[config.mk]
export PLATFORM = sky130hd
export DESIGN_NAME = signed_division_sequencer
export DESIGN_NICKNAME = d
export VERILOG_FILES = /design/src/rtl/signed_division_sequencer.sv
export SDC_FILE = /design/constraint.sdc
export NUM_CORES = 1
export LEC_CHECK = 0
export CAP_MARGIN = 5
export CORE_AREA = 2 2 214 216
export CTS_CLUSTER_SIZE = 28
export DETAILED_ROUTE_END_ITERATION = 10
export DIE_AREA = 0 0 216 218
export PLACE_DENSITY = 0.47
export SLEW_MARGIN = 10
export SYNTH_ARGS = -nofsm -noshare
export SYNTH_HDL_FRONTEND = slang
export SYNTH_HIERARCHICAL = 1
export SYNTH_SLANG_ARGS = --single-unit
[constraint.sdc]
create_clock -name clk -period 3.9 [get_ports clk]
set_clock_uncertainty 0.05 [all_clocks]
set_input_delay 0.78 -clock clk [delete_from_list [all_inputs] [get_ports clk]]
set_output_delay 0.78 -clock clk [all_outputs]
set_load 0.05 [all_outputs]
[src/rtl/signed_division_sequencer.sv]
// ---------------------------------------------------------------------------
// signed_division_sequencer
//
// Purpose
//   Iterative DIV/REM engine for the multiply-divide unit. It produces one
//   quotient bit per cycle with a restoring algorithm on operand magnitudes,
//   then applies the two's-complement sign fix-up. Divide-by-zero and the
//   signed overflow case (-2^(WIDTH-1) / -1) return fixed architected results.
//
// Optional feature
//   DIV_SPECIAL_CASE_BYPASS_EN : when defined, divide-by-zero and overflow
//   operations go straight from IDLE to DONE (result valid after the
//   handshake edge). When undefined, every operation takes the full
//   CALC/FIX path.
//
// Ports
//   clk        in   rising-edge clock
//   rst_n      in   asynchronous active-low reset
//   in_valid   in   operands valid
//   in_ready   out  engine can accept operands
//   is_signed  in   1 = DIV/REM, 0 = DIVU/REMU
//   dividend   in   WIDTH-bit dividend
//   divisor    in   WIDTH-bit divisor
//   out_valid  out  quotient/remainder valid
//   out_ready  in   consumer accepts result
//   quotient   out  quotient, truncated toward zero
//   remainder  out  remainder, sign follows dividend
//   ovf        out  signed overflow case taken
//   dbz        out  divide-by-zero case taken
// ---------------------------------------------------------------------------

// Flags the one signed division whose quotient does not fit: MIN / -1.
module divisionOverflowDetectionBlock #(
    parameter int WIDTH = 32
) (
    input  logic [WIDTH-1:0] dividend_i,
    input  logic [WIDTH-1:0] divisor_i,
    output logic             overflow_o
);
    assign overflow_o = (dividend_i == {1'b1, {(WIDTH-1){1'b0}}}) && (&divisor_i);
endmodule

module signed_division_sequencer #(
    parameter int WIDTH = 32
) (
    input  logic             clk,
    input  logic             rst_n,
    input  logic             in_valid,
    output logic             in_ready,
    input  logic             is_signed,
    input  logic [WIDTH-1:0] dividend,
    input  logic [WIDTH-1:0] divisor,
    output logic             out_valid,
    input  logic             out_ready,
    output logic [WIDTH-1:0] quotient,
    output logic [WIDTH-1:0] remainder,
    output logic             ovf,
    output logic             dbz
);
    localparam int CW = $clog2(WIDTH);

    typedef enum logic [1:0] {IDLE, CALC, FIX, DONE} state_t;

    state_t           state_q, state_d;
    logic [CW-1:0]    cnt_q, cnt_d;
    logic [WIDTH-1:0] rem_q, rem_d;          // partial remainder
    logic [WIDTH-1:0] quo_q, quo_d;          // dividend magnitude shifting out, quotient shifting in
    logic [WIDTH-1:0] dvsr_q, dvsr_d;        // divisor magnitude
    logic [WIDTH-1:0] dividend_q, dividend_d;
    logic             signed_q, signed_d;
    logic             q_neg_q, q_neg_d;
    logic             r_neg_q, r_neg_d;
    logic             ovf_q, ovf_d;
    logic             dbz_q, dbz_d;
    logic [WIDTH-1:0] quotient_q, quotient_d;
    logic [WIDTH-1:0] remainder_q, remainder_d;
    logic             ovf_out_q, ovf_out_d;
    logic             dbz_out_q, dbz_out_d;
    logic             out_valid_q, out_valid_d;
    logic             in_ready_q, in_ready_d;

    logic             det_ovf;
    logic             ovf_now;
    logic             dbz_now;
    logic [WIDTH-1:0] dividend_mag;
    logic [WIDTH-1:0] divisor_mag;
    logic [WIDTH:0]   shifted;
    logic [WIDTH+1:0] diff;

    divisionOverflowDetectionBlock #(.WIDTH(WIDTH)) u_ovf_det (
        .dividend_i (dividend),
        .divisor_i  (divisor),
        .overflow_o (det_ovf)
    );

    assign dbz_now = (divisor == '0);
    assign ovf_now = is_signed & det_ovf;

    // Magnitudes; MIN maps to itself, which reads correctly as unsigned.
    assign dividend_mag = (is_signed && dividend[WIDTH-1]) ? -dividend : dividend;
    assign divisor_mag  = (is_signed && divisor[WIDTH-1])  ? -divisor  : divisor;

    // Trial subtract on WIDTH+1 bits with an extra sign bit so it never wraps.
    assign shifted = {rem_q, quo_q[WIDTH-1]};
    assign diff    = {1'b0, shifted} - {2'b00, dvsr_q};

    always_comb begin
        state_d     = state_q;
        cnt_d       = cnt_q;
        rem_d       = rem_q;
        quo_d       = quo_q;
        dvsr_d      = dvsr_q;
        dividend_d  = dividend_q;
        signed_d    = signed_q;
        q_neg_d     = q_neg_q;
        r_neg_d     = r_neg_q;
        ovf_d       = ovf_q;
        dbz_d       = dbz_q;
        quotient_d  = quotient_q;
        remainder_d = remainder_q;
        ovf_out_d   = ovf_out_q;
        dbz_out_d   = dbz_out_q;
        out_valid_d = out_valid_q;

        case (state_q)
            IDLE: begin
                if (in_valid && in_ready_q) begin
                    state_d    = CALC;
                    cnt_d      = CW'(WIDTH-1);
                    rem_d      = '0;
                    quo_d      = dividend_mag;
                    dvsr_d     = divisor_mag;
                    dividend_d = dividend;
                    signed_d   = is_signed;
                    q_neg_d    = dividend[WIDTH-1] ^ divisor[WIDTH-1];
                    r_neg_d    = dividend[WIDTH-1];
                    dbz_d      = dbz_now;
                    ovf_d      = ovf_now & ~dbz_now;
`ifdef DIV_SPECIAL_CASE_BYPASS_EN
                    if (dbz_now || ovf_now) begin
                        state_d     = DONE;
                        quotient_d  = dbz_now ? '1 : dividend;
                        remainder_d = dbz_now ? dividend : '0;
                        dbz_out_d   = dbz_now;
                        ovf_out_d   = ovf_now & ~dbz_now;
                        out_valid_d = 1'b1;
                    end
`endif
                end
            end
            CALC: begin
                // diff MSB set means the trial subtraction went negative: restore.
                rem_d = diff[WIDTH+1] ? shifted[WIDTH-1:0] : diff[WIDTH-1:0];
                quo_d = {quo_q[WIDTH-2:0], ~diff[WIDTH+1]};
                if (cnt_q == '0) begin
                    state_d = FIX;
                end else begin
                    cnt_d = cnt_q - CW'(1);
                end
            end
            FIX: begin
                quotient_d  = (signed_q && q_neg_q) ? -quo_q : quo_q;
                remainder_d = (signed_q && r_neg_q) ? -rem_q : rem_q;
                ovf_out_d   = 1'b0;
                dbz_out_d   = 1'b0;
                if (dbz_q) begin
                    quotient_d  = '1;
                    remainder_d = dividend_q;
                    dbz_out_d   = 1'b1;
                end else if (ovf_q) begin
                    quotient_d  = dividend_q;
                    remainder_d = '0;
                    ovf_out_d   = 1'b1;
                end
                out_valid_d = 1'b1;
                state_d     = DONE;
            end
            DONE: begin
                if (out_ready) begin
                    out_valid_d = 1'b0;
                    state_d     = IDLE;
                end
            end
            default: state_d = IDLE;
        endcase

        // Registered so it stays low for the first cycle after reset release.
        in_ready_d = (state_d == IDLE);
    end

    always_ff @(posedge clk or negedge rst_n) begin
        if (!rst_n) begin
            state_q     <= IDLE;
            cnt_q       <= '0;
            rem_q       <= '0;
            quo_q       <= '0;
            dvsr_q      <= '0;
            dividend_q  <= '0;
            signed_q    <= 1'b0;
            q_neg_q     <= 1'b0;
            r_neg_q     <= 1'b0;
            ovf_q       <= 1'b0;
            dbz_q       <= 1'b0;
            quotient_q  <= '0;
            remainder_q <= '0;
            ovf_out_q   <= 1'b0;
            dbz_out_q   <= 1'b0;
            out_valid_q <= 1'b0;
            in_ready_q  <= 1'b0;
        end else begin
            state_q     <= state_d;
            cnt_q       <= cnt_d;
            rem_q       <= rem_d;
            quo_q       <= quo_d;
            dvsr_q      <= dvsr_d;
            dividend_q  <= dividend_d;
            signed_q    <= signed_d;
            q_neg_q     <= q_neg_d;
            r_neg_q     <= r_neg_d;
            ovf_q       <= ovf_d;
            dbz_q       <= dbz_d;
            quotient_q  <= quotient_d;
            remainder_q <= remainder_d;
            ovf_out_q   <= ovf_out_d;
            dbz_out_q   <= dbz_out_d;
            out_valid_q <= out_valid_d;
            in_ready_q  <= in_ready_d;
        end
    end

    assign in_ready  = in_ready_q;
    assign out_valid = out_valid_q;
    assign quotient  = quotient_q;
    assign remainder = remainder_q;
    assign ovf       = ovf_out_q;
    assign dbz       = dbz_out_q;
endmodule

Word level (Yosys, flattened, before mapping)
Cells that the tools add are included.
{"block": "word_totals", "regBits": 208, "wordCells": 77}
{"block": "op_classes", "add_sub_neg": 6, "n_eq_ne": 7, "n_mux": 25, "n_bitwise": 5, "n_reduce_logical": 17}
{"operator": "$mux W32", "count": 11}
{"operator": "$neg A32 Y32", "count": 4}
{"operator": "$pmux W32 S2", "count": 2}
{"operator": "$sub A33 B32 Y34", "count": 1}
{"operator": "$eq A32 B32 Y1 const B", "count": 1}
{"operator": "$logic_not A32 Y1", "count": 1}
{"operator": "$reduce_and A32 Y1", "count": 1}
{"operator": "$mux W5", "count": 2}
{"operator": "$pmux W5 S2", "count": 1}
{"operator": "$pmux W2 S4", "count": 1}
{"operator": "$logic_and A1 B1 Y1", "count": 6}
{"operator": "$mux W2", "count": 3}
{"operator": "$ne A2 B2 Y1 const B", "count": 3}
{"operator": "$reduce_and A2 Y1", "count": 3}
{"operator": "$logic_not A5 Y1", "count": 1}
{"operator": "$sub A5 B1 Y5 const B", "count": 1}
{"operator": "$eq A2 B2 Y1 const B", "count": 2}
{"operator": "$logic_not A2 Y1", "count": 2}
{"operator": "$mux W1", "count": 4}
{"operator": "$reduce_bool A2 Y1", "count": 2}
{"operator": "$reduce_and A3 Y1", "count": 1}
{"operator": "$and A1 B1 Y1", "count": 2}
{"operator": "$eq A2 B1 Y1 const B", "count": 1}
{"operator": "$not A1 Y1", "count": 2}
{"operator": "2 further kinds", "count": 2}

Logic depth before layout (Yosys ltp)
Gate-level depths: netlist of run 1.
{"block": "depth", "word_depth": 4, "depth_mapped": 13, "ltp_nobuf": 12}

Cells and area by module
Netlist of run 1, hierarchy kept.
{"module": "signed_division_sequencer", "instances": 1, "cells_each": 1571, "area_each_um2": 13122.6, "seq_area_each_um2": 5180.0}
{"module": "divisionOverflowDetectionBlock", "instances": 1, "cells_each": 21, "area_each_um2": 173.9, "seq_area_each_um2": 0.0}

Worst setup path after synthesis of run 1
OpenSTA, ideal clock, no wires.
{"block": "synth_timing", "kind": "register to register", "from": "register rem_q[9]", "to": "register rem_q[30]", "setup_time_ps": 87, "t_arrival_ps": 2716, "path_slack_ps": 1046, "path_stages_with_launch": 12, "period_less_slack_ps": 2854, "path_cell_list": "dfrtp_1 > ha_1 > a21o_1 > and3_1 > a21o_1 > a211oi_1 > a211oi_1 > o211ai_1 > buf_2 > buf_2 > nand4_1 > o211ai_1"}
{"block": "synth_via", "elab_chain_cells": 3}
{"item": "from (decl)", "line_no": "66", "source": "logic [WIDTH-1:0] rem_q, rem_d;"}
{"item": "from (signal assigned)", "line_no": "213", "source": "rem_q <= rem_d;"}
{"item": "$sub A33 B32 Y34", "line_no": "105", "source": "assign diff = {1'b0, shifted} - {2'b00, dvsr_q};"}
{"item": "$mux W32", "line_no": "153", "source": "rem_d = diff[WIDTH+1] ? shifted[WIDTH-1:0] : diff[WIDTH-1:0];"}
{"item": "$pmux W32 S2", "line_no": "125", "source": "case (state_q)"}
Every way passes these cells.
A chain may end at the register's enable or synchronous reset.

Worst setup path in the final report of run 1
{"block": "layout_timing", "from": "register rem_q[19]", "to": "register rem_q[3]"}
The elaborated chain is that of the path after synthesis.

==> flow_summary.yaml, run 1 <==
floorplan:
  initial_core_util_pct: 29.6
  design.die.area_sq_um: 47100
  pin_count: 137
  dieWidth_um: 216
  core_area_sq_um: 44900
  num_rows: 78
  dieHeight_um: 218
power_and_ir_drop:
  power_mw: 16.6
  vdd_drop_max_mv: 0.422
  p_per_area_nw_per_um2: 1010
  p_leak_nw: 6.87
cells_and_area:
  syn2layout_area_growth_pct: 23.7
  nets: 1824
  final_cells: 2335
  diodes: 0
  fin_area_sq_um: 16400
  drive_above_1_share_pct: 7.20
  fin_util_pct: 36.6
setup_path:
  crit_path_end_kind: "flip-flop"
  critPathKind: "reg2reg"
  start_kind: "flip-flop"
  crit_path_max_fanout: 29
  arrival_ns: 3.74
  worst_ep_required_time_ns: 4.30
place:
  io_buffer_count: 136
  place_congestion: 0.862
  dpl_cell_area_sq_um: 15500
  dp_cells: 2289
  dpl.hpwl_um: 35500
yosys:
  netlist_area_sq_um: 13300
  yosysMostFrequentCell: "dfrtp_1"
  synthTopCellsByArea: "dfrtp_1, nand2_1, a21oi_1, xnor2_1, o21ai_0"
  ys_top_cells_by_count: "dfrtp_1, nand2_1, nor2_1"
  synth-edff-count: 0
  ys_ff_latch: 207
  yosysUniqueCellTypes: 74
  yosys.area.top_type: "dfrtp_1"
  yosys_most_used_dff: "dfrtp_1"
  syn_nets: 1699
  synth_top_area_share_pct: 39.0
  avgSynthCellArea_sq_um: 8.35
  synthCells: 1592
  ys_seq_area_share_pct: 39.0
  yosysWarnings: 6
  synthArstFlopShare_pct: 100
timing:
  period_share_pct: 85.5
  setup_tns_ns: 0
  hold_viol: 0
  max_freq_mhz: 300
  setup_viol_count_final: 0
  rsz0062_at_grt: "no"
  relSlewSlack_pct: 28.5
  fin_crit_ns: 3.34
  worstMarginPinSlew_ns: 1.07
  slew_viol_final: 0
status:
  outcome: "finished, final reports clean"
clocking:
  cts_buffers: 26
  clock-root-buffer: "clkbuf_16"
  cts.sinks: 207
  cts_setup_buffers: 0
  clkLatencyLatePin_ns: 0.57
  cts_resized: 0
  clock_path_buffers: 3
  cts-htree-levels: 1
  cts_hold_buffers: 0
  cts_tree: "built"
  clk_pin_slew_ns: 0.06
global_route:
  grt_max_degree: 67
  grt_util_all_layers_pct: 20.0
  grt.overflow.total: 0
  antenna_found_initial: 0
  grt_pass1_vias: 12066
  grt_pass1_wl_um: 74200
route:
  totalWireLength_um: 47400
  routedWlPerCell_um: 20.3
  vias: 12329
  vias_per_cell: 5.28
  drt_pass1_iterations: 5
  drt_iter0_markers: 857
  ant_nets: 0
  drc_errors: 0
worst_hold_path:
  hold_class: "in2async"
job:
  cap_violations: 0
## state kept, by name, indices dropped and copies added, names as in the netlist, 2 cells and up
signal,cells
cnt_q,5
dividend_q,32
dvsr_q,32
quo_q,32
quotient,32
rem_q,32
remainder,32
state_q,2
## worst paths after layout
| path | from | to | slack [ns] | cells after the start |
|---|---|---|---|---|
| setup / recovery | rem_q[19] | rem_q[3] | 0.56 | 10 |
| max in group asynchronous | rst_n | rem_q[13] | 2.76 | 2 |
| setup reg to reg | rem_q[19] | rem_q[3] | 0.56 | 10 |
| hold / removal | rst_n | quo_q[26] | 0.16 | 1 |
| min in group clk | dvsr_q[14] | dvsr_q[14] | 0.43 | 2 |
| hold reg to reg | dvsr_q[14] | dvsr_q[14] | 0.43 | 2 |
## metrics by stage
| step | worst slack [ns] | hold slack (ns) |
|---|---|---|
| after floorplan | 1.05 | 0.400 |
| after global placement | 0.324 | 0.415 |
| after detailed placement | 0.282 | 0.422 |
| after CTS | 0.585 | 0.170 |
| after global routing | 0.290 | 0.194 |
| final | 0.564 | 0.162 |
## cell usage in the layout, fill, tap and decap left out, types with 13 or more instances in the layout
| cell | n |
|---|---|
| a21oi_1 | 143 |
| buf_4 | 53 |
| a22oi_1 | 31 |
| o31ai_1 | 32 |
| mux2i_1 | 23 |
| nor3_1 | 46 |
| inv_1 | 53 |
| nand4_1 | 28 |
| nand3_1 | 40 |
| nor2_1 | 146 |
| nand2_1 | 199 |
| xnor2_1 | 77 |
| ha_1 | 37 |
| a31oi_1 | 13 |
| or3_1 | 16 |
| clkdlybuf4s50_1 | 135 |
| a21o_1 | 21 |
| o21ai_0 | 122 |
| and3_1 | 15 |
| o22ai_1 | 16 |
| dfrtp_1 | 206 |
| clkbuf_16 | 26 |
| nor4_1 | 16 |
| xor2_1 | 69 |
## cell type report
class	instances	area (sq um)
Inverter	54	204
Timing Repair Buffer	192	1820
Fill cell	4675	28400
Sequential cell	207	5180
Multi-Input combinational cell	1236	7540
Clock buffer	37	762
Tap cell	600	751
Clock inverter	9	184
## power breakdown
part | internal, mW | leakage (nW) | switching, mW
clock network | 1.68 | 0.461 | 1.02
logic | 3.74 | 3.88 | 5.82
registers | 3.19 | 2.53 | 1.12
## logic make-up after synthesis
| group | synth area share (%) |
|---|---|
| buffers and inverters | 4.65 |
| adders and majority gates | 3.63 |
| muxes | 1.82 |
| xor gates and xnor gates | 9.62 |
| DFF | 39.0 |
| AOI/OAI and AO/OA | 21.2 |
| and+or+nand+nor | 20.1 |
## metal layers
layer	track usage [%]	up-vias	wire length, um
met1	28.6	5993	22300
li1	-	5956	-
met2	32.6	321	21900
met4	4.47	0	1020
met3	2.27	59	2140
met5	0	-	0
## critical path: stages, from the launching register on
cell and delay (ns):
dfrtp_1 0.47, ha_1 0.43, a21oi_1 0.28, o21ai_0 0.19, a21oi_1 0.17, nand3_1 0.14, or3_1 0.37, o211ai_1 0.26
buf_4 0.37, a211oi_1 0.13, a311o_1 0.36
Note: power is estimated with default switching activity, not from simulation.
==> inputs of run 2 (changes only) <==
--- a/config.mk
+++ b/config.mk
@@ -6,11 +6,11 @@
 export NUM_CORES = 1
 export LEC_CHECK = 0
 export CAP_MARGIN = 5
-export CORE_AREA = 2 2 214 216
+export CORE_AREA = 2 2 230 232
+export CTS_BUF_LIST = sky130_fd_sc_hd__clkbuf_2 sky130_fd_sc_hd__clkbuf_4 sky130_fd_sc_hd__clkbuf_8
 export CTS_CLUSTER_SIZE = 28
 export DETAILED_ROUTE_END_ITERATION = 10
-export DIE_AREA = 0 0 216 218
-export PLACE_DENSITY = 0.47
+export DIE_AREA = 0 0 232 234
 export SLEW_MARGIN = 10
 export SYNTH_ARGS = -nofsm -noshare
 export SYNTH_HDL_FRONTEND = slang
==> run 2 against run 1 <==
First-iteration DRC count is 17% higher. Via count is 2.4% higher. Register-to-register slack worse by 0.07 ns. Wire length is 1.5% lower. Die area is 15% higher. Critical path depth is 3 lower. Fmax is 2.0% lower. Worst hold slack better by 0.11 ns. Largest cell class unchanged. Sequential power is 0.9% lower. Combinational power is 2% higher.
==> flow_summary.yaml, run 2 (same netlist as run 1, synthesis figures left out) <==
timing:
  setup_tns_ns: 0
  hold_viol: 0
  slew_viol_final: 0
  relSlewSlack_pct: 34.7
  whs_ns: 0.272
  rsz0062_at_grt: "no"
  worstMarginPinSlew_ns: 0.976
  period_share_pct: 87.3
  fin_crit_ns: 3.40
  setup_viol_count_final: 0
  max_freq_mhz: 294
setup_path:
  crit_path_max_incr_delay_ns: 0.65
  path_cells: "or4_1 > or3_2 > nor3_1 > a21oi_1 > xor2_1 > a221oi_1 > nor2_1"
  r2r_cells: 7
  arrival_ns: 3.78
  r2r_setup_slack_ns: 0.50
  critPathSlowestCell: "or4_1"
  critPathBufInv: 0
  crit_end: "remainder[18]"
  crit_path_end_kind: "flip-flop"
  start_kind: "flip-flop"
  critPathKind: "reg2reg"
  r2r-start: "rem_q[10]"
  cp.depth: 7
  crit_path_start: "rem_q[10]"
  r2r_end: "remainder[18]"
  crit_path_max_fanout: 5
  worst_ep_required_time_ns: 4.28
  cpLargestDelayFamily: "simple AND/OR/NAND/NOR gates"
clocking:
  clock-root-buffer: "clkbuf_8"
  clkLatencyLatePin_ns: 0.57
  cts_resized: 0
  cts_hold_buffers: 0
  clk_pin_slew_ns: 0.06
  cts_setup_buffers: 0
  cts.sinks: 207
  clock_path_buffers: 3
  cts_tree: "built"
  cts_buffers: 39
  cts-htree-levels: 2
place:
  place_congestion: 0.908
  io_buffer_count: 136
  dpl.hpwl_um: 34900
cells_and_area:
  fillCellCount: 5495
  final_cell_mix: "dfrtp_1, nand2_1, nor2_1, a21oi_1, clkdlybuf4s50_1"
  layout_commonest_cell: "dfrtp_1"
  syn2layout_area_growth_pct: 23.0
  nets: 1835
  drive_above_1_share_pct: 8.17
route:
  drt_iter0_markers: 1001
  drc_errors: 0
  totalWireLength_um: 46600
  ant_nets: 0
  drt_pass1_iterations: 5
  vias_per_cell: 5.17
  routedWlPerCell_um: 19.1
  vias: 12624
job:
  cap_violations: 0
global_route:
  grt_pass1_vias: 12337
  antenna_found_initial: 4
  grt_pass1_wl_um: 72500
  grt_max_degree: 94
  grt_util_all_layers_pct: 17.1
  grt.overflow.total: 0
floorplan:
  core_area_sq_um: 52000
  dieHeight_um: 234
  design.die.area_sq_um: 54300
  pin_count: 137
  dieWidth_um: 232
  num_rows: 84
  initial_core_util_pct: 25.6
status:
  outcome: "finished, final reports clean"
worst_hold_path:
  hold_class: "in2async"
power_and_ir_drop:
  p_per_area_nw_per_um2: 986
  vdd_drop_max_mv: 0.481
  p_leak_nw: 6.80
## run 2: cell count changes in the layout (fill, tap and decap cells not counted), moves of 3 or more
cell	delta
clkbuf_16	-26
clkbuf_1	-4
clkbuf_4	+15
clkbuf_8	+37
buf_4	-3
bufinv_16	-5
## run 2: stage by stage
stage          util [%]  power, mW  worst slack, ns  std cells  instance area, sq um
6_report           31.4       16.1            0.497       2440                 16400
2_1_floorplan         -       10.8             1.05       1592                 13300
3_5_place_dp       30.0       13.9            0.303       2375                 15600
3_3_place_gp       30.0       13.8            0.348       2375                 15600
5_1_grt            31.4       17.3            0.344       2439                 16300
4_1_cts            31.4       16.1            0.512       2439                 16300
## run 2: worst min path at each step
stage                     cells past startpoint  slack, ns       start      endpoint
after floorplan                               2       0.40  dvsr_q[10]    dvsr_q[10]
after global placement                        2       0.42   out_valid     out_valid
after detailed placement                      2       0.42         dbz           dbz
after CTS                                     1       0.28       rst_n  quotient[19]
after global routing                          1       0.32       rst_n  quotient[19]
final                                         1       0.27       rst_n  quotient[19]
## run 2: power breakdown
part	internal (mW)	total, mW	leakage [nW]	switching (mW)
sequential	3.20	4.27	2.53	1.08
combinational	3.78	9.72	3.87	5.94
clock	1.17	2.14	0.402	0.971
total	8.14	16.1	6.80	7.98
## run 2: final cells by class
cell class | count | area, sq um | share of cell area [%]
timing repair buffer | 190 | 1820 | 11.1
clock inverter | 5 | 31.3 | 0.191
clock buffer | 59 | 718 | 4.39
tap | 688 | 861 | 5.26
multi-input combinational | 1236 | 7530 | 46.1
inverter | 54 | 204 | 1.25
antenna | 1 | 2.50 | 0.0153
sequential | 207 | 5180 | 31.7
## run 2: metal layers
metal  global-route usage [%]  wire (um)
met1                     23.8      21300
met4                     6.39       1500
met2                     25.3      19900
met5                        0         22
met3                     4.54       3980
